File: src/rtl/add_result_stage.sv
// Registered status/skid stage behind the ripple-carry adder: captures sum, carry and
// derived N/Z/C/V flags into a 2-entry FIFO and counts signed-overflow results.
module add_result_stage #(
   parameter int WIDTH = 32,
   parameter int CNT_W = 8
) (
   input  logic             clk,
   input  logic             rst_n,
   input  logic             in_valid,
   output logic             in_ready,
   input  logic             a_msb,
   input  logic             b_msb,
   input  logic [WIDTH-1:0] s,
   input  logic             cout,
   output logic             out_valid,
   input  logic             out_ready,
   output logic [WIDTH-1:0] out_s,
   output logic             out_n,
   output logic             out_z,
   output logic             out_c,
   output logic             out_v,
   input  logic             ovf_clr,
   output logic [CNT_W-1:0] ovf_count
);

   localparam int EW = WIDTH + 4;

   logic             head_reg;
   logic             tail_reg;
   logic [1:0]       count_reg;
   logic [CNT_W-1:0] ovf_reg;

   logic             flag_n;
   logic             flag_z;
   logic             flag_c;
   logic             flag_v;
   logic [EW-1:0]    entry;
   logic [EW-1:0]    head_entry;
   logic             push;
   logic             pop;

   // Flags are frozen into the entry at accept time; the output side never recomputes them.
   assign flag_n = s[WIDTH-1];
   assign flag_z = (s == '0);
   assign flag_c = cout;
   assign flag_v = (a_msb == b_msb) && (s[WIDTH-1] != a_msb);
   assign entry  = {s, flag_n, flag_z, flag_c, flag_v};

   // Ready depends only on registered occupancy, so out_ready never reaches in_ready.
   assign in_ready  = (count_reg < 2'd2);
   assign out_valid = (count_reg != 2'd0);
   assign push      = in_valid && in_ready;
   assign pop       = out_valid && out_ready;

   generate
      for (genvar gi = 0; gi < 2; gi++) begin : g_slot
         logic [EW-1:0] slot_reg;

         always_ff @(posedge clk or negedge rst_n) begin
            if (!rst_n) begin
               slot_reg <= '0;
            end else if (push && (tail_reg == 1'(gi))) begin
               slot_reg <= entry;
            end
         end
      end
   endgenerate

   assign head_entry = head_reg ? g_slot[1].slot_reg : g_slot[0].slot_reg;
   assign {out_s, out_n, out_z, out_c, out_v} = head_entry;

   always_ff @(posedge clk or negedge rst_n) begin
      if (!rst_n) begin
         head_reg  <= 1'b0;
         tail_reg  <= 1'b0;
         count_reg <= 2'd0;
      end else begin
         if (pop) begin
            head_reg <= ~head_reg;
         end
         if (push) begin
            tail_reg <= ~tail_reg;
         end
         case ({push, pop})
            2'b10:   count_reg <= count_reg + 2'd1;
            2'b01:   count_reg <= count_reg - 2'd1;
            default: count_reg <= count_reg;
         endcase
      end
   end

   // Clear wins over a same-cycle increment; the count sticks at all-ones.
   always_ff @(posedge clk or negedge rst_n) begin
      if (!rst_n) begin
         ovf_reg <= '0;
      end else if (ovf_clr) begin
         ovf_reg <= '0;
      end else if (push && flag_v && (ovf_reg != '1)) begin
         ovf_reg <= ovf_reg + 1'b1;
      end
   end

   assign ovf_count = ovf_reg;

endmodule

File: config.mk
export PLATFORM = sky130hd
export DESIGN_NAME = add_result_stage
export DESIGN_NICKNAME = d
export VERILOG_FILES = /design/src/rtl/add_result_stage.sv
export SDC_FILE = /design/constraint.sdc
export NUM_CORES = 1
export LEC_CHECK = 0
export BUFFER_PORTS_ARGS = -buffer_cell sky130_fd_sc_hd__buf_2
export CORE_ASPECT_RATIO = 0.8
export CORE_MARGIN = 2
export CORE_UTILIZATION = 35
export DETAILED_ROUTE_END_ITERATION = 8
export GPL_ROUTABILITY_DRIVEN = 0
export SLEW_MARGIN = 5
export SYNTH_ARGS = -nofsm -noshare
export SYNTH_HDL_FRONTEND = slang
export SYNTH_SLANG_ARGS = --single-unit
File: constraint.sdc
create_clock -name clk -period 1.5 [get_ports clk]
set_clock_uncertainty 0.15 [all_clocks]
set_input_delay 0 -clock clk [delete_from_list [all_inputs] [get_ports clk]]
set_output_delay 0 -clock clk [all_outputs]
set_load 0.02 [all_outputs]
Word-level counts from Yosys, hierarchy flattened
Index checks and enable logic that the tools add are counted.
{"block": "word_totals", "latch_bits": 0, "mem_bits_rw": 0, "regBits": 84, "rom_bits": 0, "mem_count": 0, "input_bits": 40, "wordCells": 32}
{"block": "classes", "div": 0, "multipliers": 0, "bitwise": 2, "n_mux": 4, "add_sub_neg": 3, "order_cmp": 1, "reduce_logical": 11, "shifts": 0, "n_eq_ne": 5}
{"op": "36-bit two-way mux", "count": 1}
{"op": "32-bit logical NOT", "count": 1}
{"op": "8-bit two-way mux", "count": 2}
{"op": "8-bit by 1-bit adder with 8-bit output, second input constant", "count": 1}
{"op": "8-bit != test, second input constant", "count": 1}
{"op": "1-bit logical AND", "count": 7}
{"op": "2-bit nonzero test", "count": 3}
{"op": "2-bit one-hot mux with 2 select lines", "count": 1}
{"op": "2-bit by 1-bit adder with 2-bit output, second input constant", "count": 1}
{"op": "2-bit by 1-bit == test with 1-bit output, second input constant", "count": 1}
{"op": "2-bit == test, second input constant", "count": 1}
{"op": "2-bit less-than comparator, second input constant", "count": 1}
{"op": "1-bit inverter", "count": 2}
{"op": "2-bit by 1-bit subtractor with 2-bit output, second input constant", "count": 1}
{"op": "1-bit == test", "count": 1}
{"op": "1-bit != test", "count": 1}

Logic depth before layout (Yosys ltp)
{"block": "depth", "depth_word": 6, "depth_mapped": 6, "ltp_nobuf": 6}

Least setup slack after synthesis
OpenSTA, ideal clock, no wires.
{"block": "synth_timing", "kind": "reg-to-reg", "start": "reg ovf_reg[0], in the netlist ovf_count[0]", "end": "reg ovf_reg[6], in the netlist ovf_count[6]", "t_required_ns": 1.225, "arrival_ns": 1.518, "slack_ns": -0.293, "setup_time_ns": 0.125, "synth_period_minus_slack_ns": 1.793, "path_stages_with_launch": 5, "n_path_buf": 0, "path_cell_list": "dfrtp_1 ha_1 nand2_1 or3_1 mux2_4"}
{"block": "synth_via", "elab_chain_cells": 3, "elab_cells_between_ends": 6, "classes_between": "1 x add/sub; 1 x eq/ne; 2 x mux; 2 x reduce/logical"}
{"element": "from (decl)", "line": "31", "source": "logic [CNT_W-1:0] ovf_reg;"}
{"element": "from (signal assigned)", "line": "99", "source": "ovf_reg <= ovf_reg + 1'b1;"}
{"element": "8-bit by 1-bit adder with 8-bit output / 8-bit != test (equally long branches)", "line": "99, 98"}
{"element": "8-bit two-way mux / 1-bit logical AND (equally long branches)", "line": "98", "source": "end else if (push && flag_v && (ovf_reg != '1)) begin"}
{"element": "8-bit two-way mux / 2-bit nonzero test (equally long branches)"}
Parallel ways exist; a longest one is shown, timed or not. The select of a mux whose other input is x is not followed.
A chain may end at the register's enable or synchronous reset.

Final worst setup path
{"block": "layout_timing", "start": "reg count_reg[1]", "end": "reg g_slot[0].slot_reg[26]"}
{"block": "layout_via", "elab_chain_cells": 3}
{"element": "from (decl)", "line": "30", "source": "logic [1:0] count_reg;"}
{"element": "from (signal assigned)", "line": "85", "source": "2'b10: count_reg <= count_reg + 2'd1;"}
{"element": "from (signal assigned)", "line": "86", "source": "2'b01: count_reg <= count_reg - 2'd1;"}
{"element": "from (signal assigned)", "line": "87", "source": "default: count_reg <= count_reg;"}
{"element": "2-bit less-than comparator", "line": "50", "source": "assign in_ready = (count_reg < 2'd2);"}
{"element": "1-bit logical AND", "line": "52", "source": "assign push = in_valid && in_ready;"}
{"element": "1-bit logical AND", "line": "62", "source": "end else if (push && (tail_reg == 1'(gi))) begin"}
{"element": "to (signal assigned)", "line": "63", "source": "slot_reg <= entry;"}
{"element": "to (decl)", "line": "57", "source": "logic [EW-1:0] slot_reg;"}
Every way passes these cells.

==> flow_metrics.env <==
export IMPL_run_status="complete, but fails checks"
export IMPL_violations="setup timing"
export IMPL_grt_pass1_wl_mm=14.6
export IMPL_dp_hpwl_mm=5.84
export IMPL_irDropWorstVdd_mv=0.965
export IMPL_top_usage_layer="met2"
export IMPL_via_per_inst=4.86
export IMPL_clock_latency_ns=0.33
export IMPL_crit_fanout=8
export IMPL_hold_viol_final=0
export IMPL_largest_reg_flops=70
export IMPL_holdWs_ns=0.0181
export IMPL_yosysUniqueCellTypes=40
export IMPL_detail_route_iter0_violations=132
export IMPL_area_growth_pct=63.0
export IMPL_seq_area_sq_um=2060
export IMPL_worstRegToRegCells=6
export IMPL_grt_usage_pct=16.1
export IMPL_start_kind="flop"
export IMPL_multi_input_area_sq_um=1940
export IMPL_use_met3_pct=3.71
export IMPL_min_path_cells=4
export IMPL_vias=2820
export IMPL_layoutNonFillerInstCount=580
export IMPL_worstHoldPathType="input port to flop"
export IMPL_htree_num_levels=3
export IMPL_fin_ws_ns=-0.173
export IMPL_cts_root_buffer="clkbuf_16"
export IMPL_die_y_microns=96.8
export IMPL_relSlewSlack_pct=65.2
export IMPL_synth_cells=269
export IMPL_maxCapViolations=0
export IMPL_clock_path_buffers=2
export IMPL_cp_end_kind="flop"
export IMPL_firstDrtPassIters=4
export IMPL_fin_crit_ns=1.67
export IMPL_power_leakage_nw=2.85
export IMPL_avgRoutedWirePerCell_microns=17.3
export IMPL_final_nets=477
export IMPL_met1_usage_pct=22.8
export IMPL_rsz0062_at_grt="true"
export IMPL_arrival_ns=1.74
export IMPL_finalSetupViolCount=113
export IMPL_syn_avg_cell_area_sq_um=14.0
export IMPL_drive_gt1_share_pct=63.0
export IMPL_fmax_mhz=598
export IMPL_dp_cells=507
export IMPL_clkTransAtPathRegs_ns=0.06
export IMPL_antenna_found_initial=0
export IMPL_cts_sinks=82
export IMPL_yosysSeqAreaShare_pct=54.5
export IMPL_diodes=0
export IMPL_met2_usage_pct=24.6
export IMPL_synth_warnings=0
export IMPL_synth_seq_cells=82
export IMPL_p_per_area_nw_per_um2=2180
export IMPL_netlist_area_sq_um=3770
export IMPL_portBuffers=85
export IMPL_nFillCells=793
export IMPL_syn_nets=311
export IMPL_cts_tree="built"
export IMPL_numCtsBuffers=9
export IMPL_core_area_sq_um=10400
export IMPL_critPathRequiredTime_ns=1.57
export IMPL_start_util_pct=36.4
export IMPL_die_x_microns=120
export IMPL_worst_pin_slew_ns=0.522
export IMPL_dieArea_sq_um=11600
export IMPL_final_antenna_net_count=0
export IMPL_finalCritPeriodShare_pct=112
export IMPL_num_io_pins=86
export IMPL_wl_mm=10.0
export IMPL_grt_pass1_vias=2815
export IMPL_remaining_drc_errors=0
export IMPL_grt_ovfl_total=0
export IMPL_rows=33
export IMPL_path_class="flop to flop"
export IMPL_grt_max_degree=39
export IMPL_timing_final_max_slew_violations=0
layout by cell type (no fill, tap or decap), types with 2 or more instances in the layout:
cell | synthesis | final
a21oi_1 | 5 | 2
a21oi_2 | 0 | 2
a311oi_1 | 2 | 2
a31oi_1 | 2 | 2
and2_4 | 0 | 2
and3b_2 | 1 | 2
buf_12 | 0 | 8
buf_16 | 0 | 3
buf_2 | 6 | 63
buf_4 | 4 | 18
buf_6 | 0 | 28
buf_8 | 0 | 3
bufinv_16 | 0 | 3
clkbuf_16 | 0 | 16
dfrtp_1 | 82 | 78
dfrtp_2 | 0 | 4
dlygate4sd3_1 | 0 | 37
ha_4 | 0 | 2
inv_1 | 4 | 3
inv_6 | 0 | 3
mux2_2 | 103 | 49
mux2_4 | 1 | 56
nand2_1 | 5 | 3
nand2b_1 | 2 | 2
nand4_1 | 2 | 2
nor2_1 | 7 | 6
nor2b_1 | 3 | 2
nor4_1 | 8 | 7
xnor2_1 | 4 | 3
cell usage after synthesis (all sizes together):
master   number  area (sq um)
a211oi        2          15.0
a21oi         5          25.0
a311oi        2          17.5
a31oi         2          12.5
and2          3          18.8
and3          1          6.26
and3b         2          18.8
and4          1          8.76
buf          10          60.1
clkbuf        2          7.51
dfrtp        82          2050
ha            2          25.0
inv           4          15.0
mux2        105          1190
mux2i         1          10.0
nand2         5          18.8
nand2b        2          12.5
nand3         1          5.00
nand4         2          12.5
nor2          8          37.5
nor2b         3          18.8
nor3          1          5.00
nor3b         1          18.8
nor4          8          50.1
o2111ai       1          8.76
o21a          1          7.51
o21ai         2          13.8
o31a          1          8.76
o31ai         1          7.51
or2           1          6.26
or3           1          6.26
or4           1          7.51
xnor2         4          35.0
xor2          1          8.76
area by class of cell:
class                           count  area share (%)
Clock inverter                      7            2.02
Tap cell                          140            2.85
Clock buffer                        9            3.67
Multi-Input combinational cell    171            31.7
Sequential cell                    82            33.5
Inverter                            4           0.245
Timing Repair Buffer              167            26.0
per-layer routing:
metal	vias up	wire, microns
li1	1318	-
met1	1410	4820
met2	82	4700
met3	10	381
met4	0	126
met5	-	0
critical path, cell delays in order (launching register included):
cell       delay (ns)
dfrtp_1          0.41
nor2b_2          0.17
inv_2            0.08
nor2_4           0.15
buf_12           0.14
clkbuf_16        0.16
mux2_4           0.30
worst paths after layout:
kind | slack, ns | end | startpoint
setup reg to reg | -0.17 | g_slot[0].slot_reg[26]$_DFFE_PN0P_ | count_reg[1]$_DFFE_PN0P_
hold reg to reg | 0.34 | g_slot[1].slot_reg[0]$_DFFE_PN0P_ | g_slot[1].slot_reg[0]$_DFFE_PN0P_
setup / recovery | -0.17 | g_slot[0].slot_reg[26]$_DFFE_PN0P_ | count_reg[1]$_DFFE_PN0P_
max in group asynchronous | 0.55 | g_slot[1].slot_reg[9]$_DFFE_PN0P_ | rst_n
hold / removal | 0.02 | ovf_count[7]$_DFFE_PN0P_ | a_msb
min in group asynchronous | 0.07 | count_reg[0]$_DFFE_PN0P_ | rst_n
stage by stage:
step                setup TNS [ns]  cell area [sq um]  util, %  setup slack, ns  power [mW]
global placement             -2.48               4690     45.3           -0.122        8.81
floorplan                    -3.37               3900        -           -0.144        7.37
finish                      -11.74               6140     59.2           -0.173        13.4
CTS                          -9.30               5670     54.7           -0.148        12.3
global route                -17.93               6140     59.2           -0.239        14.0
detailed placement           -3.29               4690     45.3           -0.143        8.90
power breakdown:
part | internal [mW] | switching (mW) | leakage, nW
logic | 4.14 | 2.84 | 1.70
clock network | 1.64 | 0.925 | 0.167
registers | 3.22 | 0.592 | 0.987
total | 9.01 | 4.36 | 2.85
timing repair:
action,CTS,global route
endpoints found under the setup margin,111,113
buffers inserted,1,6
pin swaps,7,6
hold endpoints to repair,159,0
cloned,3,10
hold buffers,37,0
resized for setup,40,60
logic make-up after synthesis:
family | share of synthesized area (%)
adder cells (fa/ha/maj) | 0.664
AND/OR/NAND/NOR | 6.68
multiplexers | 31.8
buffers and inverters | 2.19
AO/OA/AOI/OAI | 3.09
XOR/XNOR | 1.16
flip-flops | 54.5
Note: power is estimated with default switching activity, not from simulation.
